==> src/rtl/gray_bcd_scan_display.sv <==
// Samples a Gray word, converts it to binary, then to BCD with a shift-add-3 engine,
// and time-multiplexes the digits onto an active-low seven-segment display.
module gray_bcd_scan_display #(
    parameter int N           = 8,
    parameter int DIGITS      = 4,
    parameter int REFRESH_DIV = 100000,
    parameter int BLANK_LZ    = 1
) (
    input  logic              clk,
    input  logic              rst_n,
    input  logic [N-1:0]      gray,
    input  logic              load,
    output logic              busy,
    output logic [N-1:0]      bin,
    output logic [N-1:0]      leds,
    output logic [6:0]        seg,
    output logic [DIGITS-1:0] an,
    output logic              ovf
);
    // state | meaning
    // IDLE  | waiting for load; display holds last result
    // CONV  | one shift-add-3 step per cycle, N steps
    // DONE  | copy BCD result and overflow into display registers
    typedef enum logic [1:0] {S_IDLE, S_CONV, S_DONE} state_t;

    localparam int BW = DIGITS * 4 + 4;
    localparam int DW = DIGITS * 4;
    localparam int CW = $clog2(N + 1);
    localparam int RW = $clog2(REFRESH_DIV);
    localparam int IW = (DIGITS > 1) ? $clog2(DIGITS) : 1;

    state_t        r_state;
    logic          r_busy;
    logic [N-1:0]  r_bin;
    logic [N-1:0]  r_bits;
    logic [BW-1:0] r_bcd;
    logic          r_lost;
    logic [CW-1:0] r_cnt;
    logic [DW-1:0] r_disp;
    logic          r_ovf;
    logic [RW-1:0] r_div;
    logic [IW-1:0] r_idx;

    logic [N-1:0]  w_bin;
    logic [BW-1:0] w_adj;
    logic [3:0]    w_nib;
    logic          w_blank;
    logic [6:0]    w_seg;

    function automatic logic [6:0] f_dec(input logic [3:0] nib);
        case (nib)
            4'd0:    f_dec = 7'b0000001;
            4'd1:    f_dec = 7'b1001111;
            4'd2:    f_dec = 7'b0010010;
            4'd3:    f_dec = 7'b0000110;
            4'd4:    f_dec = 7'b1001100;
            4'd5:    f_dec = 7'b0100100;
            4'd6:    f_dec = 7'b0100000;
            4'd7:    f_dec = 7'b0001111;
            4'd8:    f_dec = 7'b0000000;
            4'd9:    f_dec = 7'b0000100;
            default: f_dec = 7'h7F;
        endcase
    endfunction

    // Each binary bit is the XOR of all Gray bits at or above it.
    always_comb begin
        w_bin = '0;
        for (int i = 0; i < N; i++) begin
            w_bin[i] = ^(gray >> i);
        end
    end

    always_comb begin
        w_adj = r_bcd;
        for (int d = 0; d <= DIGITS; d++) begin
            if (r_bcd[d*4 +: 4] > 4'd4) begin
                w_adj[d*4 +: 4] = r_bcd[d*4 +: 4] + 4'd3;
            end
        end
    end

    always_ff @(posedge clk or negedge rst_n) begin
        if (!rst_n) begin
            r_state <= S_IDLE;
            r_busy  <= 1'b0;
            r_bin   <= '0;
            r_bits  <= '0;
            r_bcd   <= '0;
            r_lost  <= 1'b0;
            r_cnt   <= '0;
            r_disp  <= '0;
            r_ovf   <= 1'b0;
        end else begin
            case (r_state)
                S_IDLE: begin
                    if (load) begin
                        r_bin   <= w_bin;
                        r_bits  <= w_bin;
                        r_bcd   <= '0;
                        r_lost  <= 1'b0;
                        r_cnt   <= CW'(N);
                        r_busy  <= 1'b1;
                        r_state <= S_CONV;
                    end
                end
                S_CONV: begin
                    if (r_cnt != '0) begin
                        r_bcd  <= {w_adj[BW-2:0], r_bits[N-1]};
                        r_bits <= {r_bits[N-2:0], 1'b0};
                        // A bit shifted out of the top would otherwise wrap silently.
                        r_lost <= r_lost | w_adj[BW-1];
                        r_cnt  <= r_cnt - CW'(1);
                    end else begin
                        r_state <= S_DONE;
                    end
                end
                S_DONE: begin
                    r_disp  <= r_bcd[DW-1:0];
                    r_ovf   <= r_lost | (|r_bcd[BW-1:DW]);
                    r_busy  <= 1'b0;
                    r_state <= S_IDLE;
                end
                default: begin
                    r_busy  <= 1'b0;
                    r_state <= S_IDLE;
                end
            endcase
        end
    end

    always_ff @(posedge clk or negedge rst_n) begin
        if (!rst_n) begin
            r_div <= '0;
            r_idx <= '0;
        end else if (r_div == RW'(REFRESH_DIV - 1)) begin
            r_div <= '0;
            r_idx <= (r_idx == IW'(DIGITS - 1)) ? '0 : r_idx + IW'(1);
        end else begin
            r_div <= r_div + RW'(1);
        end
    end

    // Walk from the top digit down so blanking knows whether anything above is nonzero.
    always_comb begin
        logic v_nz;
        v_nz    = 1'b0;
        w_nib   = '0;
        w_blank = 1'b0;
        for (int d = DIGITS - 1; d >= 0; d--) begin
            v_nz = v_nz | (r_disp[d*4 +: 4] != 4'd0);
            if (int'(r_idx) == d) begin
                w_nib   = r_disp[d*4 +: 4];
                w_blank = (BLANK_LZ != 0) && (d != 0) && !v_nz;
            end
        end
        if (!rst_n)       w_seg = 7'h7F;
        else if (r_ovf)   w_seg = 7'b1111110;
        else if (w_blank) w_seg = 7'h7F;
        else              w_seg = f_dec(w_nib);
    end

    assign seg  = w_seg;
    assign an   = rst_n ? ~(DIGITS'(1) << r_idx) : '1;
    assign busy = r_busy;
    assign bin  = r_bin;
    assign leds = r_bin;
    assign ovf  = r_ovf;
endmodule

==> config.mk <==
export PLATFORM = sky130hd
export DESIGN_NAME = gray_bcd_scan_display
export DESIGN_NICKNAME = d
export VERILOG_FILES = /design/src/rtl/gray_bcd_scan_display.sv
export SDC_FILE = /design/constraint.sdc
export NUM_CORES = 1
export LEC_CHECK = 0
export CAP_MARGIN = 25
export CORE_MARGIN = 4
export CORE_UTILIZATION = 55
export DETAILED_ROUTE_END_ITERATION = 10
export PLACE_DENSITY = 0.75
export SLEW_MARGIN = 10
export SYNTH_ARGS = -nofsm -noshare
export SYNTH_HDL_FRONTEND = slang
export SYNTH_SLANG_ARGS = --single-unit
==> constraint.sdc <==
create_clock -name clk -period 6.05 [get_ports clk]
set_input_delay 1.21 -clock clk [delete_from_list [all_inputs] [get_ports clk]]
set_output_delay 1.21 -clock clk [all_outputs]
set_load 0.01 [all_outputs]
After elaboration in Yosys (flattened, before gate mapping)
Memories as Yosys holds them, arrays and structs flattened.
Cells that the tools add are included.

storage, ports and cells
  output and inout bits = 29
  input bits = 11
  memories kept = 1
  bits in registers = 80
  word-level logic and storage cells = 101
  ROM bits = 112

memories
  memory            words  width  rd ports  clocked after Yosys merged registers in  write ports  RTL line  RTL
  (name not given)  16     7      1         0                                        0            51        case (nib)

operators by class
  bitwise logic cells = 6
  add/subtract/negate cells = 8
  magnitude comparators = 5
  eq/ne operators = 10
  shifts and indexed selects = 1
  mux-type cells = 36
  reduce and logical (&&, ||, !) cells = 23

operators by type and width
  kind                                                                             count
  8-bit parity                                                                     8
  4-bit 2-to-1 mux                                                                 12
  20-bit 2-to-1 mux                                                                2
  20-bit case mux with 2 select lines                                              1
  7-bit 2-to-1 mux                                                                 3
  4-bit by 2-bit adder with 4-bit output, second input constant                    5
  4-bit by 3-bit greater-than comparator with 1-bit output, second input constant  5
  17-bit by 1-bit adder with 17-bit output, second input constant                  1
  17-bit == test, second input constant                                            1
  17-bit 2-to-1 mux                                                                1
  8-bit 2-to-1 mux                                                                 2
  8-bit case mux with 2 select lines                                               1
  4-bit nonzero test                                                               4
  2-bit == test, second input constant                                             4
  4-bit case mux with 2 select lines                                               1
  1-bit 2-to-1 mux                                                                 7
  2-bit 2-to-1 mux                                                                 3
  2-bit inequality test, second input constant                                     3
  2-bit AND reduction                                                              3
  2-bit by 1-bit == test with 1-bit output, second input constant                  2
  2-bit zero test                                                                  2
  4-bit NOT                                                                        1
  1-bit bitwise OR                                                                 4
  1-bit case mux with 2 select lines                                               2
  9 further kinds                                                                  11

Logic depth before layout (Yosys ltp)
  depth after elaboration = 9
  gate-level depth with buffers = 11

Worst setup path before layout
No wires, ideal clock.

  path type = flip-flop to output port
  start point = register r_idx[0]
  end point = output seg[3]
  data required time = 4.840 ns
  arrival = 2.175 ns
  buffers on the path = 1
  slack = 2.665 ns
  stages on the path, launching flop included = 11
  cells stage by stage = dfrtp_1 -> inv_1 -> ha_1 -> buf_2 -> nand3b_1 -> a31oi_1 -> inv_1 -> ha_1 -> nor2_1 -> o21ba_2 -> o21ai_0

on the way
  longest elaborated chain between the ends = 9
  elaborated cells on any way between the ends = 16

RTL lines
  item                                      RTL line  RTL
  from (decl)                               42        logic [IW-1:0] r_idx;
  from (signal assigned)                    138       r_idx <= (r_idx == IW'(DIGITS - 1)) ? '0 : r_idx + IW'(1);
  2-bit by 1-bit == test with 1-bit output  152       if (int'(r_idx) == d) begin
  4-bit 2-to-1 mux (4 in a row)             152
  memory 16 x 7 bit                         n/a
  7-bit 2-to-1 mux (*)                      159       else if (w_blank) w_seg = 7'h7F;
  7-bit 2-to-1 mux (*)                      158       else if (r_ovf) w_seg = 7'b1111110;
  7-bit 2-to-1 mux (*)                      157       if (!rst_n) w_seg = 7'h7F;
  to (decl)                                 16        output logic [6:0] seg,

Every way passes the cells marked *; elsewhere a longest branch is shown, timed or not.

Worst setup path in the final report
Same ends and word-level chain as after synthesis.

==> out/metrics.sh <==
POWER.LEAKAGE_nW=2.11
WORSTPATHARRIVAL_PS=3170
RUN_STATUS='completed'
WORSTHOLDPATHTYPE='reg -> reg'
WORSTHOLDSTART='r_bits[7]$_DFFE_PN0P_'
HPWLAFTERDP_UM=5960
ANTENNA_VIOLATIONS_BEFORE_REPAIR=0
TIMING.SETUP.TNS_PS=0
FIN_CELLS=580
STARTPOINT_TYPE='register'
CHIPWIDTH_UM=95.7
CORE_AREA_UM2=7370
GRTUSAGETOTAL_PCT=20.2
DRT_FIRST_PASS_ITERS=4
FIN_CRIT_SH_PCT=72.4
CLKLATENCYLATEPIN_PS=350
BUFFER_PORTS.INSERTED=39
PATH_BUF_INV=3
FINALWIRELENGTH_UM=8250
CTS_TREE='done'
DIE_HEIGHT_UM=95.7
CTSHTREEMAXLEVEL=3
FIN_UTIL_PCT=65.6
DETAIL_ROUTE.WL_PER_CELL_UM=14.2
SYN-MEAN-INSTANCE-AREA_UM2=9.48
CP_CELL_SEQUENCE='inv_1 > ha_1 > nand2b_1 > o22ai_1 > a31oi_1 > inv_1 > ha_1 > nor2_1 > o21ba_2 > o21ai_0 > clkdlybuf4s50_1'
FRACTION_OF_FINAL_LAYOUT_CELLS_WITH_DRIVE_STRENGTH_GREATER_THAN_1_PCT=7.48
MAX_CAP_VIOL_COUNT=0
CRIT_PATH_MAX_INCR_DELAY_PS=550
SYNTH-SEQ-AREA-SHARE_PCT=47.4
ANT_NETS=0
HIGHEST_ACHIEVABLE_CLOCK_RATE_MHz=228
ASYNC_RESET_FF_SHARE_PCT=100
ENDPOINT_KIND='primary output'
SYNTH-EDFF-COUNT=0
DESIGN_AREA_UM2=4830
YOSYSWARNINGS=0
POST_CTS.REPAIR.SETUP_BUFFERS=0
CTS_INSERTED_BUFFERS=9
LAYOUT-AREA-OVERHEAD-VS-SYNTH_PCT=14.3
MAX_SLEW.WORST_PIN.SLEW_PS=913
TIMING.FINAL.CRIT_PERIOD_PS=4380
WORSTPATHMAXFANOUT=6
POST_DRT_VIA_CELL_RATIO=5.56
PLACED_AREA_UM2=4630
GPL.FINAL_WEIGHTED_CONGESTION=0.896
POSTCTSHOLDBUFS=0
DIE_AREA_UM2=9150
GRT_FIRST_PASS_WIRELENGTH_UM=14500
IO_PINS=40
DPL.CELL_COUNT=563
ANTENNA-DIODE-COUNT=0
FIN_NETS=506
YOSYS.AREA.TOP_TYPE='dfrtp_1'
RR_STARTPOINT='r_div[13]$_DFF_PN0_'
GRT_OVERFLOW=0
CLOCK-SKEW-FINAL_PS=10.1
POWERDENSITY_nW_PER_UM2=464
INITIAL_STANDARD_CELL_UTILIZATION_OF_THE_CORE_PCT=57.4
SYNTH_FF_TYPE='dfrtp_1'
YS_FF_LATCH=80
WORST_IR_DROP_VDD_uV=284
SETUP_CRIT_START='r_idx[0]$_DFFE_PN0N_'
DRC_ERRORS=0
CRITICALPATHCATEGORY='reg -> out'
POST_SYNTH_INSTANCE_AREA_UM2=4230
NUM_ROWS=31
DETAILEDROUTE.FIRSTITERATIONVIOLATIONS=141
UNREPAIRED_SETUP_ENDPOINTS_AFTER_GLOBAL_ROUTING='no'
FIRST_GLOBAL_VIAS=3173
TIMING.SLEW.HEADROOM_PCT=39.2
SYN_NETS=476
CLK_PATH_BUF_DEPTH=2
SYNTH_TOP_AREA_SHARE_PCT=47.4
FINAL_MAX_SLEW_VIOL_COUNT=0
CRIT_FAMILY='buffers and inverters'
CP_DATA_REQUIRED_TIME_PS=4840
CTS_RESIZED=0
SYNTH_CELLS=446
SYNTH.TOP_CELLS.BY_AREA='dfrtp_1 (47%), o21ai_0 (5.9%), ha_1 (5.6%)'
CLK_PIN_SLEW_WORST_PATHS_PS=80
ROUTE.VIAS.TOTAL=3227
SETUP_VIOL_COUNT_FINAL=0
HOLD_VIOL_FINAL=0
CTS-ROOT-BUF='clkbuf_8'
CLKSINKCOUNT=80
SYNTH.DISTINCT_CELLS=50
CELL_WITH_THE_BIGGEST_INDIVIDUAL_DELAY_ON_THE_CRITICAL_PATH='clkdlybuf4s50_1'
PIN_COUNT_OF_THE_BIGGEST_NET_ENTERING_GLOBAL_ROUTING=52
Yosys cell counts, drive strengths merged (2+ instances only):
cell     n
dfrtp   80
o21ai   52
nand2   45
nor2    40
inv     27
a21oi   25
xnor2   22
nand3   21
ha      19
buf     12
clkbuf  11
xor2    10
mux2     8
nor3     6
nor4     6
nand4    5
o31ai    5
a21o     4
a32o     4
and2     4
nand2b   4
nor2b    4
nand3b   3
a211oi   2
a31oi    2
and3     2
nor3b    2
o21ba    2
o22ai    2
or4b     2
area by class of cell:
type | instances | area, um^2
fill | 630 | 2540
inverter | 27 | 101
multi-input combinational | 316 | 2000
sequential | 80 | 2000
timing repair buffer | 42 | 410
tap | 99 | 124
clock buffer | 9 | 124
clock inverter | 7 | 71.3
worst register-to-register path, delay by kind of cell, from the launching register on:
family / cells / cell delay (ps)
compound gates: 1 / 210
flops: 1 / 410
simple gates: 3 / 1280
buf+inv: 1 / 270
kinds of logic after synthesis:
group / Yosys count / share of synthesized area (%)
and+or+nand+nor: 147 / 16.6
AOI/OAI and AO/OA: 109 / 15.4
DFF: 80 / 47.4
buffers and inverters: 50 / 5.33
xor gates and xnor gates: 33 / 7.64
adders and majority gates: 19 / 5.62
muxes: 8 / 2.13
worst paths after layout:
| kind | slack, ps | cells after the start | endpoint |
|---|---|---|---|
| setup reg to reg | 3780 | 5 | r_idx[0]$_DFFE_PN0N_ |
| hold / removal | 480 | 2 | r_bcd[0]$_DFFE_PN0P_ |
| min in group asynchronous | 790 | 1 | r_div[13]$_DFF_PN0_ |
| max in group asynchronous | 4270 | 2 | r_state[1]$_DFFE_PN0P_ |
| setup / recovery | 1670 | 11 | seg[3] |
| hold reg to reg | 480 | 2 | r_bcd[0]$_DFFE_PN0P_ |
cells in the final DEF (no fill, tap or decap), types with 6 or more instances in the layout:
master | synthesis | routed
dfrtp_1 | 80 | 80
o21ai_0 | 50 | 50
nand2_1 | 45 | 45
nor2_1 | 40 | 40
clkdlybuf4s50_1 | 0 | 38
inv_1 | 26 | 26
a21oi_1 | 25 | 25
nand3_1 | 21 | 21
xnor2_1 | 21 | 21
ha_1 | 19 | 19
xor2_1 | 10 | 10
clkbuf_8 | 0 | 9
mux2_2 | 8 | 8
nor3_1 | 6 | 6
sequential cells by signal, summed over array words and instances, names as in the netlist:
| name | count |
|---|---|
| r_bcd | 20 |
| r_bits | 8 |
| r_state | 2 |
| r_idx | 2 |
| r_div | 17 |
| r_disp | 16 |
| r_lost | 1 |
| bin | 8 |
| ovf | 1 |
| busy | 1 |
| r_cnt | 4 |
metrics by stage:
| step | worst slack (ps) | total power [mW] | hold slack, ps |
|---|---|---|---|
| after floorplan | 2660 | 1.54 | 445 |
| after global placement | 2110 | 1.82 | 462 |
| after detailed placement | 2040 | 1.86 | 467 |
| after CTS | 1640 | 2.26 | 486 |
| after global routing | 1410 | 2.44 | 507 |
| final | 1670 | 2.24 | 482 |
power by group:
part / internal, mW / switching (mW) / total (mW)
Sequential: 0.708 / 0.149 / 0.857
Combinational: 0.467 / 0.531 / 0.998
Clock: 0.190 / 0.198 / 0.388
per-layer routing:
layer | share of wire [%] | track usage [%] | vias to the layer above
met5 | 0 | 0 | -
met4 | 1.1 | 7.46 | 0
met3 | 3.2 | 2.76 | 7
met2 | 47 | 32.5 | 55
met1 | 48 | 27.8 | 1570
li1 | - | - | 1595
No activity file was read; power rests on OpenSTA's default activity.
